<file path="config.mk">
export PLATFORM = sky130hd
export DESIGN_NAME = signed_add_ovf_pipe_flat
export DESIGN_NICKNAME = d
export VERILOG_FILES = /design/src/rtl/signed_add_ovf_pipe_if.sv /design/src/rtl/signed_add_ovf_pipe.sv /design/src/flat_wrapper.sv
export SDC_FILE = /design/constraint.sdc
export NUM_CORES = 1
export LEC_CHECK = 0
export ABC_AREA = 1
export BUFFER_PORTS_ARGS = -buffer_cell sky130_fd_sc_hd__buf_2
export CORE_MARGIN = 1.5
export CORE_UTILIZATION = 58
export CTS_BUF_LIST = sky130_fd_sc_hd__clkbuf_4
export CTS_CLUSTER_SIZE = 16
export DETAILED_ROUTE_END_ITERATION = 10
export GPL_TIMING_DRIVEN = 0
export PLACE_DENSITY = 0.95
export SLEW_MARGIN = 20
export SYNTH_ARGS = -nofsm -noshare
export SYNTH_HDL_FRONTEND = slang
export SYNTH_SLANG_ARGS = --single-unit
</file>
<file path="constraint.sdc">
create_clock -name clk -period 2.4 [get_ports clk]
set_clock_uncertainty 0.05 [all_clocks]
set_input_delay 0.48 -clock clk [delete_from_list [all_inputs] [get_ports clk]]
set_output_delay 0.48 -clock clk [all_outputs]
set_load 0.01 [all_outputs]
</file>
<file path="src/rtl/signed_add_ovf_pipe_if.sv">
// Stream + statistics bundle for signed_add_ovf_pipe.
// master = producer/consumer side, slave = the adder block.
interface signed_add_ovf_pipe_if #(
  parameter int W     = 4,
  parameter int CNT_W = 8
);
  logic             in_valid;
  logic             in_ready;
  logic [W-1:0]     a;
  logic [W-1:0]     b;
  logic             out_valid;
  logic             out_ready;
  logic [W-1:0]     sum;
  logic             overflow;
  logic             ovf_sticky;
  logic [CNT_W-1:0] ovf_count;
  logic             clr_stats;

  modport master (
    output in_valid, a, b, out_ready, clr_stats,
    input  in_ready, out_valid, sum, overflow, ovf_sticky, ovf_count
  );

  modport slave (
    input  in_valid, a, b, out_ready, clr_stats,
    output in_ready, out_valid, sum, overflow, ovf_sticky, ovf_count
  );
endinterface

</file>
<file path="src/rtl/signed_add_ovf_pipe.sv">
// Pipelined signed adder with valid/ready stream, overflow flag and overflow statistics.
// Define SIGNED_ADD_OVF_PIPE_SATURATE_EN to saturate overflowed sums instead of wrapping.
module signed_add_ovf_pipe #(
  parameter int W      = 4,
  parameter int STAGES = 2,
  parameter int CNT_W  = 8
) (
  input  logic                 clk,
  input  logic                 rst,
  signed_add_ovf_pipe_if.slave s
);
  logic [STAGES:1]        r_vld;
  logic [STAGES:1][W-1:0] r_sum;
  logic [STAGES:1]        r_ovf;
  logic [STAGES:1]        w_adv;
  logic [W-1:0]           w_raw;
  logic [W-1:0]           w_res;
  logic                   w_ovf;
  logic                   w_evt;
  logic                   r_sticky;
  logic [CNT_W-1:0]       r_cnt;

  assign w_raw = s.a + s.b;
  assign w_ovf = (s.a[W-1] == s.b[W-1]) && (w_raw[W-1] != s.a[W-1]);

`ifdef SIGNED_ADD_OVF_PIPE_SATURATE_EN
  assign w_res = !w_ovf    ? w_raw :
                 s.a[W-1]  ? {1'b1, {(W-1){1'b0}}} :
                             {1'b0, {(W-1){1'b1}}};
`else
  assign w_res = w_raw;
`endif

  // A stage may advance unless it and every stage after it is full and the
  // consumer is stalling; written per stage so the chain has no self-loop.
  genvar k;
  generate
    for (k = 1; k <= STAGES; k++) begin : g_adv
      assign w_adv[k] = s.out_ready || !(&r_vld[STAGES:k]);
    end
  endgenerate

  always_ff @(posedge clk or posedge rst) begin
    if (rst) begin
      r_vld <= '0;
      r_sum <= '0;
      r_ovf <= '0;
    end else begin
      if (w_adv[1]) begin
        r_vld[1] <= s.in_valid;
        if (s.in_valid) begin
          r_sum[1] <= w_res;
          r_ovf[1] <= w_ovf;
        end
      end
      for (int i = 2; i <= STAGES; i++) begin
        if (w_adv[i]) begin
          r_vld[i] <= r_vld[i-1];
          if (r_vld[i-1]) begin
            r_sum[i] <= r_sum[i-1];
            r_ovf[i] <= r_ovf[i-1];
          end
        end
      end
    end
  end

  assign w_evt = r_vld[STAGES] && s.out_ready && r_ovf[STAGES];

  // A counted event beats a simultaneous clear: the clear lands first, then the event counts.
  always_ff @(posedge clk or posedge rst) begin
    if (rst) begin
      r_sticky <= 1'b0;
      r_cnt    <= '0;
    end else if (w_evt) begin
      r_sticky <= 1'b1;
      if (s.clr_stats)
        r_cnt <= {{(CNT_W-1){1'b0}}, 1'b1};
      else if (r_cnt != {CNT_W{1'b1}})
        r_cnt <= r_cnt + 1'b1;
    end else if (s.clr_stats) begin
      r_sticky <= 1'b0;
      r_cnt    <= '0;
    end
  end

  assign s.in_ready   = w_adv[1];
  assign s.out_valid  = r_vld[STAGES];
  assign s.sum        = r_sum[STAGES];
  assign s.overflow   = r_ovf[STAGES];
  assign s.ovf_sticky = r_sticky;
  assign s.ovf_count  = r_cnt;
endmodule
</file>
<file path="src/flat_wrapper.sv">
// flat-port wrapper written by rule: the top's interface ports become plain ports
module signed_add_ovf_pipe_flat 
#(
  parameter int W      = 4,
  parameter int STAGES = 2,
  parameter int CNT_W  = 8
)
  (clk, rst, s_in_valid, s_a, s_b, s_out_ready, s_clr_stats, s_in_ready, s_out_valid, s_sum, s_overflow, s_ovf_sticky, s_ovf_count);
  signed_add_ovf_pipe_if #(.W(W), .CNT_W(CNT_W)) s_i ();
  input  logic clk;
  input  logic rst;
  input wire logic [$bits(s_i.in_valid)-1:0] s_in_valid;
  input wire logic [$bits(s_i.a)-1:0] s_a;
  input wire logic [$bits(s_i.b)-1:0] s_b;
  input wire logic [$bits(s_i.out_ready)-1:0] s_out_ready;
  input wire logic [$bits(s_i.clr_stats)-1:0] s_clr_stats;
  output wire logic [$bits(s_i.in_ready)-1:0] s_in_ready;
  output wire logic [$bits(s_i.out_valid)-1:0] s_out_valid;
  output wire logic [$bits(s_i.sum)-1:0] s_sum;
  output wire logic [$bits(s_i.overflow)-1:0] s_overflow;
  output wire logic [$bits(s_i.ovf_sticky)-1:0] s_ovf_sticky;
  output wire logic [$bits(s_i.ovf_count)-1:0] s_ovf_count;
  assign s_i.in_valid = s_in_valid;
  assign s_i.a = s_a;
  assign s_i.b = s_b;
  assign s_i.out_ready = s_out_ready;
  assign s_i.clr_stats = s_clr_stats;
  assign s_in_ready = s_i.in_ready;
  assign s_out_valid = s_i.out_valid;
  assign s_sum = s_i.sum;
  assign s_overflow = s_i.overflow;
  assign s_ovf_sticky = s_i.ovf_sticky;
  assign s_ovf_count = s_i.ovf_count;
  signed_add_ovf_pipe #(.W(W), .STAGES(STAGES), .CNT_W(CNT_W)) u_core (.clk(clk), .rst(rst), .s(s_i));
endmodule
</file>
Yosys cells after proc, flatten, opt, wreduce, memory -nomap -nowiden
Index checks and enable logic that the tools add are counted.

storage, ports and cells
  register bits after elaboration = 21
  input bits = 13
  output and inout port bits = 16
  logic and storage cells = 32

operators by class
  add/sub/neg operators = 2
  eq/ne operators = 3
  multiplexer cells = 6
  reductions and logical operators = 13

operators by type and width
  kind                                          number
  2-to-1 mux 8 bit                              4
  adder 8 x 1 -> 8 bit (second input constant)  1
  != test 8 bit (second input constant)         1
  AND reduction 2 bit                           4
  adder 4 bit                                   1
  nonzero test 2 bit                            2
  logical AND 1 bit                             3
  logical NOT 1 bit                             2
  logical OR 1 bit                              2
  2-to-1 mux 1 bit                              2
  equality test 1 bit                           1
  != test 1 bit                                 1

Depth between registers and ports, before layout
  depth in word-level cells = 4
  depth in mapped cells = 8
  mapped depth without buffers = 8

Worst setup path before layout
OpenSTA, ideal clock, no wires.

  kind = input port to flip-flop
  start = in s_b[0]
  end = reg u_core.r_sum[2] (netlist bit)
  library setup time = 0.083 ns
  data arrival time = 1.286 ns
  data required time = 2.267 ns
  path slack = 0.982 ns
  stages = 5
  path buffers = 0
  cells stage by stage = ha_1 inv_1 fa_1 xor2_1 o21ai_0

on the way
  longest elaborated chain between the ends = 1

ends and longest elaborated chain
  what                            line                       RTL
  start: declaration              flat_wrapper.sv:14         input wire logic [$bits(s_i.b)-1:0] s_b;
  adder 4 bit                     signed_add_ovf_pipe.sv:23  assign w_raw = s.a + s.b;
  end signal: indexed assignment  signed_add_ovf_pipe.sv:60  r_sum[i] <= r_sum[i-1];
  end: declaration                signed_add_ovf_pipe.sv:13  logic [STAGES:1][W-1:0] r_sum;

No other way between the ends.
A chain may end at the register's enable or synchronous reset.

Worst setup path in the final report
  start = reg u_core.r_vld[2] (netlist bit)
  end = out s_in_ready

on the way
  longest elaborated chain between the ends = 3

ends and longest elaborated chain
  what                              line                       RTL
  start: declaration                signed_add_ovf_pipe.sv:12  logic [STAGES:1] r_vld;
  start signal: indexed assignment  signed_add_ovf_pipe.sv:58  r_vld[i] <= r_vld[i-1];
  AND reduction 2 bit               signed_add_ovf_pipe.sv:39  assign w_adv[k] = s.out_ready || !(&r_vld[STAGES:k]);
  logical NOT 1 bit                 signed_add_ovf_pipe.sv:39
  logical OR 1 bit                  signed_add_ovf_pipe.sv:39
  end: declaration                  flat_wrapper.sv:17         output wire logic [$bits(s_i.in_ready)-1:0] s_in_ready;

No other way between the ends.

==> summary.txt <==
Floorplan
  – Initial Util: 63.2%
  – Io pins: 29
  – Die height: 47.1 um
  – Die X: 47.1 um
  – Num rows: 15
  – Core ar.: 0.00178 mm2
  – Die ar.: 0.00221 mm2

STA
  – Worst Tran Pin Value: 0.760 ns
  – Final worst path period need: 1.53 ns
  – RSZ-0062 raised after global routing: no
  – Final worst-path cycle share: 63.7%
  – Final hold vios: 0
  – Max Fclk: 654 MHz
  – Hold_ws: 0.253 ns
  – Slew headroom: 49.3%
  – Setup violators final: 0
  – Max-slew violation count: 0
  – Setup TNS Final: 0 ns

Setup path
  – Reg2reg path depth: 8
  – CP required: 1.87 ns
  – Flop-to-flop setup slack: 0.91 ns
  – Critical path class: reg -> out
  – Reg2reg end: u_core.s.ovf_count[4]$_DFFE_PP0P_
  – Critical path capture point type: output pin
  – Worst setup startpoint: u_core.r_vld[2]$_DFFE_PP0N_
  – CP Max Fanout: 4
  – R2r startpoint: u_core.s.ovf_count[1]$_DFFE_PP0P_
  – Crit path arrival time: 1.00 ns
  – Crit path launch type: flip-flop

Yosys
  – Syn Nets: 144
  – Simple-gate area share of the yosys netlist: 25.6%
  – Largest family of logic cells by synthesized area: simple AND/OR/NAND/NOR gates
  – Gate Count Post-Synth: 126
  – Post-synthesis mux area share: 5.00%
  – Synth Area in Compound Gates: 5.67%
  – Number of synthesized register bits: 21
  – Fraction of synthesized cell area in xor and xnor cells: 3.11%
  – Synth Area in Adders: 6.22%
  – Syn Area/Cell: 8.94 um2
  – Count of unique library cells instantiated by Yosys: 26
  – Syn. warnings: 0
  – Mapped cell area: 0.00113 mm2
  – Seq/Total Area, Yosys: 46.7%

Pwr
  – Sw Pwr: 0.000256 W
  – Peak supply drop: 0.586 mV
  – Seq pwr share: 51.7%
  – Pwr Density: 661 mW/mm2
  – Lkg Pwr: 0.745 nW
  – Net Sw Frac: 29.2%
  – Int Pwr: 0.000621 W
  – Gate power share: 28.7%
  – Clock power frac: 19.6%

Cells and area
  – Most frequent cells in the layout: nand2_1 (30), buf_2 (29), dfrtp_1 (21), inv_1 (13), nor2_1 (12)
  – Fraction of layout instances using a drive strength above 1: 32.3%
  – Number of diodes: 0
  – Synthesis-to-layout area growth: 17.9%
  – # nets final: 177
  – Most common cell after layout, fill and taps aside: nand2_1

Global routing
  – Largest net degree at the start of global routing: 22
  – Total grt overflow: 0
  – Vias in the first global route: 854
  – First-pass GRT wire length: 3370 um
  – Antenna violations before repair: 0
  – Overall routing resource usage: 21.4%

CTS
  – CTS clk-pin slew, worst paths: 0.11 ns
  – Post_cts resized: 0
  – Clk sinks: 21
  – H-tree levels: 1
  – Clock Latency Late Sink: 0.29 ns
  – Clk buf depth: 2
  – Post-CTS Setup Inserts: 0
  – Root Driver: clkbuf_4
  – CTS tree: built
  – Cts hold-fix bufs: 0
  – Num CTS Buffers: 3

Route
  – Avg WL per Cell: 11.0 um
  – Vias post-DR: 924
  – Detail Route Antenna Nets: 0
  – Vias per inst: 5.05
  – DRT iter0 DRCs: 13
  – DR pass1 iterations: 4
  – DRT Wirelength: 2020 um
  – Number of remaining DRC errors: 0

Run
  – Max cap viols: 0

Run status
  – Status: finished, final reports clean

Placement
  – HPWL Detailed: 1670 um
  – PortBufs: 28
  – GP Congestion: 0.857

Worst hold path
  – Hold Path Class: in -> async
## cell usage after synthesis (all sizes together)
| library cell | n | share of area, % |
|---|---|---|
| a21o | 1 | 0.67 |
| ha | 4 | 4.4 |
| xor2 | 3 | 2.3 |
| nand4 | 1 | 0.56 |
| nor2 | 13 | 5.0 |
| buf | 5 | 3.1 |
| o21ai | 7 | 3.4 |
| inv | 14 | 4.7 |
| mux2 | 5 | 5.0 |
| o211ai | 1 | 0.67 |
| xnor2 | 1 | 0.78 |
| dfrtp | 21 | 47 |
| a21oi | 2 | 0.89 |
| nor3 | 2 | 0.89 |
| or2 | 1 | 0.56 |
| nand2 | 33 | 12 |
| fa | 1 | 1.8 |
| nand3 | 11 | 6.4 |
## power groups by stage
stage	Clock, W	Combinational, W	Sequential, W
after detailed placement	0	0.000255	0.000461
after global routing	0.000198	0.000280	0.000460
after floorplan	0	0.000167	0.000460
final	0.000172	0.000252	0.000453
after global placement	0	0.000243	0.000457
after CTS	0.000178	0.000257	0.000454
## per-layer routing
layer / up-vias / track usage, % / part of all wire, %
met3: 2 / 2.31 / 2.9
met1: 439 / 25.9 / 42
met5: - / 0 / 0
met2: 24 / 38.1 / 54
met4: 0 / 9.44 / 0.45
li1: 459 / - / -
## worst max-delay path, stage by stage, from the launching register on
cell and delay [ns]:
dfrtp_1 0.42, nand3_1 0.14, buf_2 0.15
## worst max-delay path by stage
| stage | to | slack, ns | cells after the start |
|---|---|---|---|
| global route | s_in_ready | 0.81 | 2 |
| CTS | s_in_ready | 0.86 | 2 |
| finish | s_in_ready | 0.87 | 2 |
| global placement | u_core.r_sum[2]$_DFFE_PP0P_ | 0.87 | 6 |
| detailed placement | u_core.r_sum[2]$_DFFE_PP0P_ | 0.78 | 6 |
| floorplan | u_core.r_sum[2]$_DFFE_PP0P_ | 0.98 | 5 |
## cell type report
type / count / area, um2
buffer: 5 / 35.0
multi-input combinational: 86 / 513
tap: 25 / 31.3
fill: 136 / 455
inverter: 14 / 52.6
sequential: 21 / 526
timing repair buffer: 28 / 140
clock buffer: 4 / 30.0
## metrics by stage
| step | utilization [%] | setup slack (ns) | cells | total power, W | area (um2) |
|---|---|---|---|---|---|
| after global routing | 74.5 | 0.812 | 183 | 0.000939 | 1330 |
| after CTS | 74.5 | 0.861 | 183 | 0.000889 | 1330 |
| after global placement | 72.8 | 0.873 | 179 | 0.000699 | 1300 |
| after detailed placement | 72.8 | 0.781 | 179 | 0.000716 | 1300 |
| after floorplan | - | 0.982 | 126 | 0.000627 | 1130 |
| final | 74.5 | 0.871 | 183 | 0.000877 | 1330 |
## sequential cells by signal, summed over array words and instances, names as in the netlist
register             flops
u_core.r_sum             4
u_core.s.ovf_sticky      1
u_core.r_vld             2
u_core.s.ovf_count       8
u_core.s.sum             4
u_core.r_ovf             2
## cells by family (layout without fill, tap and decap cells)
| family | Yosys count | in the layout |
|---|---|---|
| flops | 21 | 21 |
| mux | 5 | 5 |
| xor+xnor | 4 | 4 |
| simple gates | 61 | 61 |
| compound gates | 11 | 11 |
| buf+inv | 19 | 51 |
| fa+ha+maj | 5 | 5 |
No activity file was read; power rests on OpenSTA's default activity.
